<file path="config.mk">
export PLATFORM = sky130hd
export DESIGN_NAME = ecall_halt_unit_flat
export DESIGN_NICKNAME = d
export VERILOG_FILES = /design/src/rtl/ecall_halt_unit_if.sv /design/src/rtl/ecall_halt_unit.sv /design/src/flat_wrapper.sv
export SDC_FILE = /design/constraint.sdc
export NUM_CORES = 1
export LEC_CHECK = 0
export CAP_MARGIN = 20
export CORE_MARGIN = 8
export CORE_UTILIZATION = 30
export DETAILED_ROUTE_END_ITERATION = 8
export PLACE_DENSITY_LB_ADDON = 0.12
export SYNTH_ARGS = -nofsm -noshare
export SYNTH_HDL_FRONTEND = slang
export SYNTH_SLANG_ARGS = --single-unit
</file>
<file path="constraint.sdc">
create_clock -name clk -period 6.2 [get_ports clk]
set_input_delay 0.62 -clock clk [delete_from_list [all_inputs] [get_ports clk]]
set_output_delay 0.62 -clock clk [all_outputs]
set_load 0.01 [all_outputs]
</file>
<file path="src/rtl/ecall_halt_unit_if.sv">
// ecall_halt_unit_if
//   Bundles the ID-stage ecall signals and the halt-unit responses.
//   master : ID stage / testbench side (drives ID signals, observes responses)
//   slave  : ecall_halt_unit side (observes ID signals, drives responses)
//   Signals:
//     id_valid, id_is_ecall, id_stall, id_flush, id_x17_data  (ID -> unit)
//     halt_detect, halt_pending, is_halted, ecall_count        (unit -> ID/tb)
interface ecall_halt_unit_if #(
  parameter int unsigned XLEN  = 32,
  parameter int unsigned CNT_W = 16
) ();
  logic             id_valid;
  logic             id_is_ecall;
  logic             id_stall;
  logic             id_flush;
  logic [XLEN-1:0]  id_x17_data;
  logic             halt_detect;
  logic             halt_pending;
  logic             is_halted;
  logic [CNT_W-1:0] ecall_count;

  modport master (
    output id_valid, id_is_ecall, id_stall, id_flush, id_x17_data,
    input  halt_detect, halt_pending, is_halted, ecall_count
  );

  modport slave (
    input  id_valid, id_is_ecall, id_stall, id_flush, id_x17_data,
    output halt_detect, halt_pending, is_halted, ecall_count
  );
endinterface

</file>
<file path="src/rtl/ecall_halt_unit.sv">
// ecall_halt_unit
//   Decides whether an ecall seen in ID halts the CPU. A halting ecall
//   (x17 == HALT_CODE) freezes fetch while in-flight instructions drain for
//   DRAIN_CYCLES cycles, then raises a sticky is_halted. Accepted ecalls with
//   any other x17 value are counted (saturating) for debug.
//   Ports:
//     clk    : rising-edge clock
//     reset  : asynchronous active-low reset
//     bus    : ecall_halt_unit_if.slave
//              in : id_valid, id_is_ecall, id_stall, id_flush, id_x17_data
//              out: halt_detect (comb), halt_pending, is_halted, ecall_count
module ecall_halt_unit #(
  parameter int unsigned XLEN         = 32,
  parameter int unsigned HALT_CODE    = 10,
  parameter int unsigned DRAIN_CYCLES = 3,
  parameter int unsigned CNT_W        = 16
) (
  input  logic                    clk,
  input  logic                    reset,
  ecall_halt_unit_if.slave        bus
);

  typedef enum logic [1:0] {
    RUN    = 2'd0,
    DRAIN  = 2'd1,
    HALTED = 2'd2
  } state_e;

  state_e           state_q, state_d;
  logic [3:0]       cnt_q, cnt_d;
  logic [CNT_W-1:0] count_q, count_d;

  logic accept;
  logic is_halt_code;
  logic detect;

  always_comb begin
    accept       = bus.id_valid & bus.id_is_ecall & ~bus.id_stall & ~bus.id_flush;
    is_halt_code = (bus.id_x17_data == XLEN'(HALT_CODE));
    detect       = (state_q == RUN) & accept & is_halt_code;
  end

  // State register
  always_ff @(posedge clk or negedge reset) begin
    if (!reset) begin
      state_q <= RUN;
      cnt_q   <= '0;
      count_q <= '0;
    end else begin
      state_q <= state_d;
      cnt_q   <= cnt_d;
      count_q <= count_d;
    end
  end

  // Next-state logic
  always_comb begin
    state_d = state_q;
    cnt_d   = cnt_q;
    count_d = count_q;
    unique case (state_q)
      RUN: begin
        if (detect) begin
          if (DRAIN_CYCLES == 0) begin
            state_d = HALTED;
          end else begin
            state_d = DRAIN;
            cnt_d   = 4'(DRAIN_CYCLES);
          end
        end else if (accept && (count_q != '1)) begin
          count_d = count_q + 1'b1;
        end
      end
      DRAIN: begin
        cnt_d = cnt_q - 4'd1;
        // <= rather than == so a zero count can never wrap into a long drain
        if (cnt_q <= 4'd1) begin
          state_d = HALTED;
        end
      end
      HALTED: begin
        state_d = HALTED;
      end
      default: begin
        state_d = RUN;
        cnt_d   = '0;
      end
    endcase
  end

  // Output logic: pending/halted decode straight from the state flop
  always_comb begin
    bus.halt_detect  = detect;
    bus.halt_pending = (state_q == DRAIN);
    bus.is_halted    = (state_q == HALTED);
    bus.ecall_count  = count_q;
  end

endmodule

</file>
<file path="src/flat_wrapper.sv">
// flat-port wrapper written by rule: the top's interface ports become plain ports
module ecall_halt_unit_flat 
#(
  parameter int unsigned XLEN         = 32,
  parameter int unsigned HALT_CODE    = 10,
  parameter int unsigned DRAIN_CYCLES = 3,
  parameter int unsigned CNT_W        = 16
)
  (clk, reset, bus_id_valid, bus_id_is_ecall, bus_id_stall, bus_id_flush, bus_id_x17_data, bus_halt_detect, bus_halt_pending, bus_is_halted, bus_ecall_count);
  ecall_halt_unit_if #(.XLEN(XLEN), .CNT_W(CNT_W)) bus_i ();
  input  logic clk;
  input  logic reset;
  input wire logic [$bits(bus_i.id_valid)-1:0] bus_id_valid;
  input wire logic [$bits(bus_i.id_is_ecall)-1:0] bus_id_is_ecall;
  input wire logic [$bits(bus_i.id_stall)-1:0] bus_id_stall;
  input wire logic [$bits(bus_i.id_flush)-1:0] bus_id_flush;
  input wire logic [$bits(bus_i.id_x17_data)-1:0] bus_id_x17_data;
  output wire logic [$bits(bus_i.halt_detect)-1:0] bus_halt_detect;
  output wire logic [$bits(bus_i.halt_pending)-1:0] bus_halt_pending;
  output wire logic [$bits(bus_i.is_halted)-1:0] bus_is_halted;
  output wire logic [$bits(bus_i.ecall_count)-1:0] bus_ecall_count;
  assign bus_i.id_valid = bus_id_valid;
  assign bus_i.id_is_ecall = bus_id_is_ecall;
  assign bus_i.id_stall = bus_id_stall;
  assign bus_i.id_flush = bus_id_flush;
  assign bus_i.id_x17_data = bus_id_x17_data;
  assign bus_halt_detect = bus_i.halt_detect;
  assign bus_halt_pending = bus_i.halt_pending;
  assign bus_is_halted = bus_i.is_halted;
  assign bus_ecall_count = bus_i.ecall_count;
  ecall_halt_unit #(.XLEN(XLEN), .HALT_CODE(HALT_CODE), .DRAIN_CYCLES(DRAIN_CYCLES), .CNT_W(CNT_W)) u_core (.clk(clk), .reset(reset), .bus(bus_i));
endmodule
</file>
==> flow_metrics.py, run 1 <==
metrics = {
    "clocking": {
        "clock_tree_from_tritoncts": "built",
        "htreeDepth": 1,
        "cts-hold-fix-buffers": 0,
        "post-cts-setup-buffers": 0,
        "tritoncts.num_buffers": 3,
        "clk_latency_ps": 260,
        "clock_tree.root_cell": "sky130_fd_sc_hd__clkbuf_8",
        "cts_sinks": 22,
        "clock_path_buffers": 2,
        "clock_transition_at_the_registers_of_the_reported_paths_ps": 80,
        "cts_repair_resize_count": 0,
    },
    "routing": {
        "vias": 1080,
        "drcViolationCount": 0,
        "wl_per_cell_um": 15.9,
        "route.detailed.vias_per_inst": 4.84,
        "drt_pre_antenna_iters": 4,
        "routed_wl_mm": 3.55,
        "initialDrtViolationCount": 29,
        "ant_nets": 0,
    },
    "worst_setup_path": {
        "critPathBufInv": 3,
        "criticalPathCategory": "in -> out",
        "critical-path-max-stage-delay_ps": 530,
        "critical_path_peak_fanout": 4,
        "cp_cell_sequence": "clkdlybuf4s50_1 -> nor4_2 -> nand4_1 -> or3_4 -> inv_1 -> clkdlybuf4s50_1",
        "cp.required_ps": 5580,
        "worstPathArrival_ps": 2510,
        "worst_path_dominant_cell_family": "buffers and inverters",
        "critPathCaptureType": "output pin",
        "cp_slowest_cell": "sky130_fd_sc_hd__clkdlybuf4s50_1",
        "cp-start-kind": "primary input",
        "cpMostUsedCell": "sky130_fd_sc_hd__clkdlybuf4s50_1",
    },
    "cells_and_area": {
        "insertedDiodeCount": 0,
        "post_layout_nonfiller_instances": 223,
        "finalCoreUtilization": 0.486,
        "drive_gt1_frac": 0.0809,
        "number_of_filler_cells_placed_in_the_layout": 347,
        "design.final.nets": 218,
        "area.growth.synth_to_final_pct": 57.8,
    },
    "sta": {
        "setup_viol_count_final": 0,
        "remaining_max_slew_budget_at_the_tightest_pin": 0.516,
        "final_total_negative_setup_slack_ps": 0,
        "tightestPinTransition_ps": 720,
        "final.hold.worst_slack_ps": 487,
        "final_period_minus_worst_setup_slack_ps": 3130,
        "timing.fmax_ghz": 0.320,
        "finalMaxSlewViolations": 0,
        "min_period_over_period": 0.504,
        "finalWorstSetupSlack_ps": 3070,
        "grt_setup_unrepaired": "no",
        "hold_viol": 0,
        "finClkSkew_ps": 2.71,
    },
    "global_route": {
        "grt-ovfl-total": 0,
        "antenna_found_initial": 0,
        "grt_util_all_layers": 0.118,
        "vias_in_the_first_global_route": 1198,
        "grt_max_degree": 23,
        "grt_first_pass_wirelength_mm": 5.89,
    },
    "yosys": {
        "synth-async-reset-ratio": 1.00,
        "yosys_warnings": 0,
        "synthTopCellsByArea": "sky130_fd_sc_hd__dfrtp_1 45%, sky130_fd_sc_hd__xnor2_1 9.4%, sky130_fd_sc_hd__ha_1 6.2%",
        "synth_top_flop_cell": "sky130_fd_sc_hd__dfrtp_1",
        "mappedNetlistArea_mm2": 0.00121,
        "count_of_state_elements_after_synthesis": 22,
        "post_synth_edffs": 0,
        "syn_inst": 113,
        "post_synth_num_cell_types": 30,
        "sequential_cell_area_fraction_in_the_yosys_report": 0.453,
        "synth_area_leader_cell": "sky130_fd_sc_hd__dfrtp_1",
        "post_synth.cell_area_avg_um2": 10.8,
        "mappedNetlistNets": 157,
        "synthDominantCellAreaShare": 0.453,
    },
    "pwr": {
        "sequentialPowerShare": 0.465,
        "power_internal_uw": 266,
        "comb_power_share": 0.253,
        "worst_ir_drop_vdd_mv": 0.125,
        "p_per_area_mw_per_mm2": 189,
        "switchingPower_uw": 95.2,
        "clock_power_share": 0.282,
        "leakagePower_nw": 0.764,
        "power_switching_share": 0.263,
    },
    "floorplan": {
        "core.rowCount": 23,
        "floorplan.die.height_um": 79.6,
        "die_x_um": 79.6,
        "floorplan.initialDensity": 0.308,
        "core_area_mm2": 0.00394,
        "ioPinCount": 57,
        "design.die.area_mm2": 0.00634,
    },
    "place": {
        "dpl.cell_count": 218,
        "number_of_port_buffers": 56,
        "globalplace.congestion": 0.792,
        "dp_hpwl_mm": 2.88,
        "place_worst_setup_slack_ps": 3060,
    },
    "run_status": {
        "outcome": "complete, no violations",
    },
    "hold_path": {
        "holdCritPathClass": "reg -> reg",
    },
    "job": {
        "maxCapViolations": 0,
    },
}
==> per-stage QoR <==
step | area, um^2 | total power [mW]
floorplan | 1210 | 0.201
global placement | 1830 | 0.259
detailed placement | 1830 | 0.263
CTS | 1890 | 0.367
global route | 1920 | 0.383
finish | 1920 | 0.362
==> power groups by stage <==
stage | Sequential, mW | Combinational [mW] | Clock [mW]
after CTS | 0.168 | 0.0917 | 0.106
after floorplan | 0.175 | 0.0267 | 0
after global placement | 0.169 | 0.0895 | 0
after global routing | 0.171 | 0.0991 | 0.113
after detailed placement | 0.171 | 0.0916 | 0
final | 0.168 | 0.0914 | 0.102
==> Yosys cell counts, types with 2 or more instances <==
library cell,instances
sky130_fd_sc_hd__dfrtp_1,22
sky130_fd_sc_hd__ha_1,6
sky130_fd_sc_hd__and2_1,2
sky130_fd_sc_hd__nor2_1,4
sky130_fd_sc_hd__inv_1,6
sky130_fd_sc_hd__nand2_1,5
sky130_fd_sc_hd__nand3_1,8
sky130_fd_sc_hd__xor2_1,2
sky130_fd_sc_hd__nand2b_1,2
sky130_fd_sc_hd__nor4b_1,2
sky130_fd_sc_hd__and3_1,4
sky130_fd_sc_hd__nor4_1,2
sky130_fd_sc_hd__xnor2_1,13
sky130_fd_sc_hd__and4_1,4
sky130_fd_sc_hd__o21ai_0,2
sky130_fd_sc_hd__nand4_1,8
sky130_fd_sc_hd__a21oi_1,3
sky130_fd_sc_hd__nor4_2,5
sky130_fd_sc_hd__a211oi_1,2
==> cells in the final DEF (no fill, tap or decap), types with 3 or more instances in the layout <==
cell type	count
sky130_fd_sc_hd__dfrtp_1	22
sky130_fd_sc_hd__nand3_1	8
sky130_fd_sc_hd__clkbuf_8	4
sky130_fd_sc_hd__nand4_1	8
sky130_fd_sc_hd__nor4_2	5
sky130_fd_sc_hd__a21oi_1	3
sky130_fd_sc_hd__ha_1	6
sky130_fd_sc_hd__clkdlybuf4s50_1	56
sky130_fd_sc_hd__and4_1	4
sky130_fd_sc_hd__nand2_1	5
sky130_fd_sc_hd__nor2_1	4
sky130_fd_sc_hd__xnor2_1	13
sky130_fd_sc_hd__inv_1	6
sky130_fd_sc_hd__and3_1	4
==> worst reg2reg max path: cells and delay by family, from the launching register on <==
| family | cells | cell delay [ps] |
|---|---|---|
| AOI/OAI and AO/OA | 1 | 260 |
| and+or+nand+nor | 4 | 1300 |
| DFF | 1 | 410 |
| adders and majority gates | 1 | 280 |
| buffers and inverters | 1 | 90 |
==> cell type report <==
class	instances	area, um^2	area share
clock buffers	4	55.1	0.0287
inverters	6	22.5	0.0117
multi-input cells	84	638	0.333
flip-flops and latches	22	551	0.287
well taps	50	62.6	0.0326
repair buffers	57	588	0.307
==> per-layer routing <==
layer  vias up  global-route usage  routed length, um
li1        531                   -                  -
met2        19               0.214               1930
met5         -                   0                  0
met4         0              0.0315                 29
met3         4              0.0360                161
met1       526               0.129               1430
==> path summary, 6_finish.rpt <==
path / start / endpoint / slack [ps] / cells after the start
worst max-delay path: bus_id_x17_data[26] / bus_halt_detect / 3070 / 6
worst min-delay path: u_core.bus.ecall_count[4]$_DFFE_PN0P_ / u_core.bus.ecall_count[4]$_DFFE_PN0P_ / 490 / 1
worst max register to register: u_core.state_q[0]$_DFFE_PN0P_ / u_core.cnt_q[3]$_DFFE_PN0P_ / 3810 / 7
max in group asynchronous: reset / u_core.bus.ecall_count[4]$_DFFE_PN0P_ / 5240 / 2
worst min register to register: u_core.bus.ecall_count[4]$_DFFE_PN0P_ / u_core.bus.ecall_count[4]$_DFFE_PN0P_ / 490 / 1
min in group asynchronous: reset / u_core.cnt_q[2]$_DFFE_PN0P_ / 590 / 1
==> kinds of logic after synthesis <==
kind of cell	share of synthesized area
AO/OA/AOI/OAI	0.0618
XOR/XNOR	0.108
adder cells (fa/ha/maj)	0.0618
buffers and inverters	0.0216
flip-flops	0.453
multiplexers	0.00927
AND/OR/NAND/NOR	0.284
==> state kept, by name (all words and copies together), names as in the netlist <==
name                    cells
u_core.state_q              2
u_core.bus.ecall_count     16
u_core.cnt_q                4
No activity file was read; power rests on OpenSTA's default activity.
==> run 2: changes to the inputs <==
clock period = 2.6 ns   (was 6.2 ns; I/O delays follow)
==> run 2 against run 1 <==
  * Combinational power rose by 130%
  * Hold slack got worse by 150 ps
  * Clock skew barely moved
  * First-iteration DRC count fell by 3.4%
  * Worst setup slack got worse by 2900 ps
  * Sequential share of layout area rose by 0.075 points
  * Non-clock buffer count rose by 2
  * Count of clock-buffer cells in the layout did not move
  * Core utilization fell by 0.13 points
  * Critical endpoint unchanged
  * Die area did not move
  * Flip-flop and latch count did not move
  * Critical path depth did not move
==> flow_metrics.py, run 2 (synthesized netlist as in run 1, its figures left out) <==
metrics = {
    "routing": {
        "wl_per_cell_um": 15.1,
        "initialDrtViolationCount": 28,
        "ant_nets": 0,
        "drcViolationCount": 0,
        "vias": 1074,
        "routed_wl_mm": 3.40,
        "route.detailed.vias_per_inst": 4.77,
        "drt_pre_antenna_iters": 2,
    },
    "pwr": {
        "p_per_area_mw_per_mm2": 448,
        "leakagePower_nw": 0.766,
        "finalPower_uw": 856,
        "worst_ir_drop_vdd_mv": 0.334,
    },
    "cells_and_area": {
        "drive_gt1_frac": 0.0914,
        "finalCoreUtilization": 0.485,
        "ff_latch_area_um2": 551,
        "multi_input_comb_area_um2": 638,
        "design.final.nets": 220,
        "flip_flop_count_of_the_largest_register_all_copies_and_words_added": 16,
        "post_layout_nonfiller_instances": 225,
        "mostFrequentLayoutCells": "56 x sky130_fd_sc_hd__clkdlybuf4s50_1, 22 x sky130_fd_sc_hd__dfrtp_1, 13 x sky130_fd_sc_hd__xnor2_1",
        "layout.cells.most_common": "sky130_fd_sc_hd__clkdlybuf4s50_1",
        "insertedDiodeCount": 0,
        "number_of_filler_cells_placed_in_the_layout": 355,
        "area.growth.synth_to_final_pct": 57.4,
    },
    "worst_setup_path": {
        "cp.required_ps": 2340,
        "cp_cell_sequence": "inv_1 -> ha_1 -> nand4_1 -> or3_4 -> inv_1 -> clkdlybuf4s50_1",
        "worst_r2r_startpoint": "u_core.state_q[0]$_DFFE_PN0P_",
        "critical_path.endpoint": "bus_halt_detect",
        "critical-path-max-stage-delay_ps": 540,
        "timing.critical_path.from": "u_core.state_q[0]$_DFFE_PN0P_",
        "timing.reg2reg.setup_slack_ps": 350,
        "worst_r2r_path_cells": 7,
        "critical_path_peak_fanout": 6,
        "cpMostUsedCell": "sky130_fd_sc_hd__inv_1",
        "cp-start-kind": "flop",
        "worstPathArrival_ps": 2210,
        "reg2reg_to": "u_core.cnt_q[3]$_DFFE_PN0P_",
        "criticalPathCategory": "reg -> out",
        "critPathCaptureType": "output pin",
        "cp_slowest_cell": "sky130_fd_sc_hd__clkdlybuf4s50_1",
    },
    "global_route": {
        "grt_util_all_layers": 0.109,
        "grt-ovfl-total": 0,
        "grt_most_used_layer": "met2",
        "grt_max_degree": 23,
        "grtUsageMet2": 0.193,
        "grt_first_pass_wirelength_mm": 5.48,
        "groute.layer.met1.usage": 0.120,
        "vias_in_the_first_global_route": 1139,
        "antenna_found_initial": 0,
        "grt_use_met3": 0.0383,
    },
    "clocking": {
        "clock_path_buffers": 2,
        "post-cts-setup-buffers": 0,
        "tritoncts.num_buffers": 3,
        "clock_tree_from_tritoncts": "built",
        "cts_sinks": 22,
        "cts_repair_resize_count": 0,
        "cts-hold-fix-buffers": 0,
        "clk_latency_ps": 260,
        "clock_transition_at_the_registers_of_the_reported_paths_ps": 80,
        "clock_tree.root_cell": "sky130_fd_sc_hd__clkbuf_8",
        "htreeDepth": 1,
    },
    "place": {
        "number_of_port_buffers": 56,
        "globalplace.congestion": 0.791,
        "dp_hpwl_mm": 2.78,
        "dpl.cell_count": 221,
    },
    "sta": {
        "final_total_negative_setup_slack_ps": 0,
        "final_period_minus_worst_setup_slack_ps": 2470,
        "finClkSkew_ps": 2.65,
        "finalMaxSlewViolations": 0,
        "setup_viol_count_final": 0,
        "remaining_max_slew_budget_at_the_tightest_pin": 0.657,
        "min_period_over_period": 0.948,
        "hold_viol": 0,
        "timing.fmax_ghz": 0.406,
        "tightestPinTransition_ps": 511,
        "grt_setup_unrepaired": "no",
    },
    "floorplan": {
        "die_x_um": 79.6,
        "ioPinCount": 57,
        "core.rowCount": 23,
        "floorplan.initialDensity": 0.308,
        "core_area_mm2": 0.00394,
        "design.die.area_mm2": 0.00634,
        "floorplan.die.height_um": 79.6,
    },
    "hold_path": {
        "holdCritPathClass": "in -> async",
    },
    "run_status": {
        "outcome": "complete, no violations",
    },
    "job": {
        "maxCapViolations": 0,
    },
}
-- run 2: worst min path at each step --
| stage | slack, ps | to | depth (start not counted) | startpoint |
|---|---|---|---|---|
| floorplan | -40 | u_core.bus.ecall_count[0]$_DFFE_PN0P_ | 0 | reset |
| global placement | 480 | u_core.bus.ecall_count[4]$_DFFE_PN0P_ | 1 | u_core.bus.ecall_count[4]$_DFFE_PN0P_ |
| detailed placement | 490 | u_core.bus.ecall_count[4]$_DFFE_PN0P_ | 1 | u_core.bus.ecall_count[4]$_DFFE_PN0P_ |
| CTS | 360 | u_core.cnt_q[3]$_DFFE_PN0P_ | 2 | reset |
| global route | 370 | u_core.cnt_q[2]$_DFFE_PN0P_ | 2 | reset |
| finish | 340 | u_core.state_q[1]$_DFFE_PN0P_ | 2 | reset |
-- run 2: per-stage QoR --
step / worst slack [ps] / hold WS [ps] / area [um^2]
2_1_floorplan: 464 / -35.6 / 1210
3_3_place_gp: 130 / 483 / 1860
3_5_place_dp: 93.3 / 486 / 1860
4_1_cts: 125 / 355 / 1910
5_1_grt: 25.9 / 374 / 1910
6_report: 135 / 339 / 1910
-- run 2: area by class of cell --
cell class,instances,share of cell area
Clock buffer,4,0.0288
Inverter,6,0.0118
Multi-Input combinational cell,84,0.334
Sequential cell,22,0.288
Tap cell,50,0.0327
Timing Repair Buffer,59,0.305
-- run 2: worst max-delay path: cells and delay by family (launching register included) --
kind	cells	cell delay (ps)
AND/OR/NAND/NOR	2	570
buffers and inverters	3	690
adder cells (fa/ha/maj)	1	270
flip-flops	1	400
-- run 2: metal layers --
metal / share of wire / vias to the layer above
li1: - / 539
met1: 0.42 / 514
met2: 0.52 / 17
met3: 0.051 / 4
met4: 0.0074 / 0
met5: 0 / -
-- run 2: power breakdown --
group          switching (mW)  internal [mW]  leakage [nW]
clock                   0.112          0.135        0.0288
combinational          0.0830          0.128         0.450
sequential             0.0288          0.369         0.286
total                   0.224          0.633         0.766
==> run 3: changes to the inputs <==
CTS_CLUSTER_DIAMETER = 30   (was not set)
==> results of run 3 <==
Same layout as run 2: the final DEF is identical, and so are final timing and power.
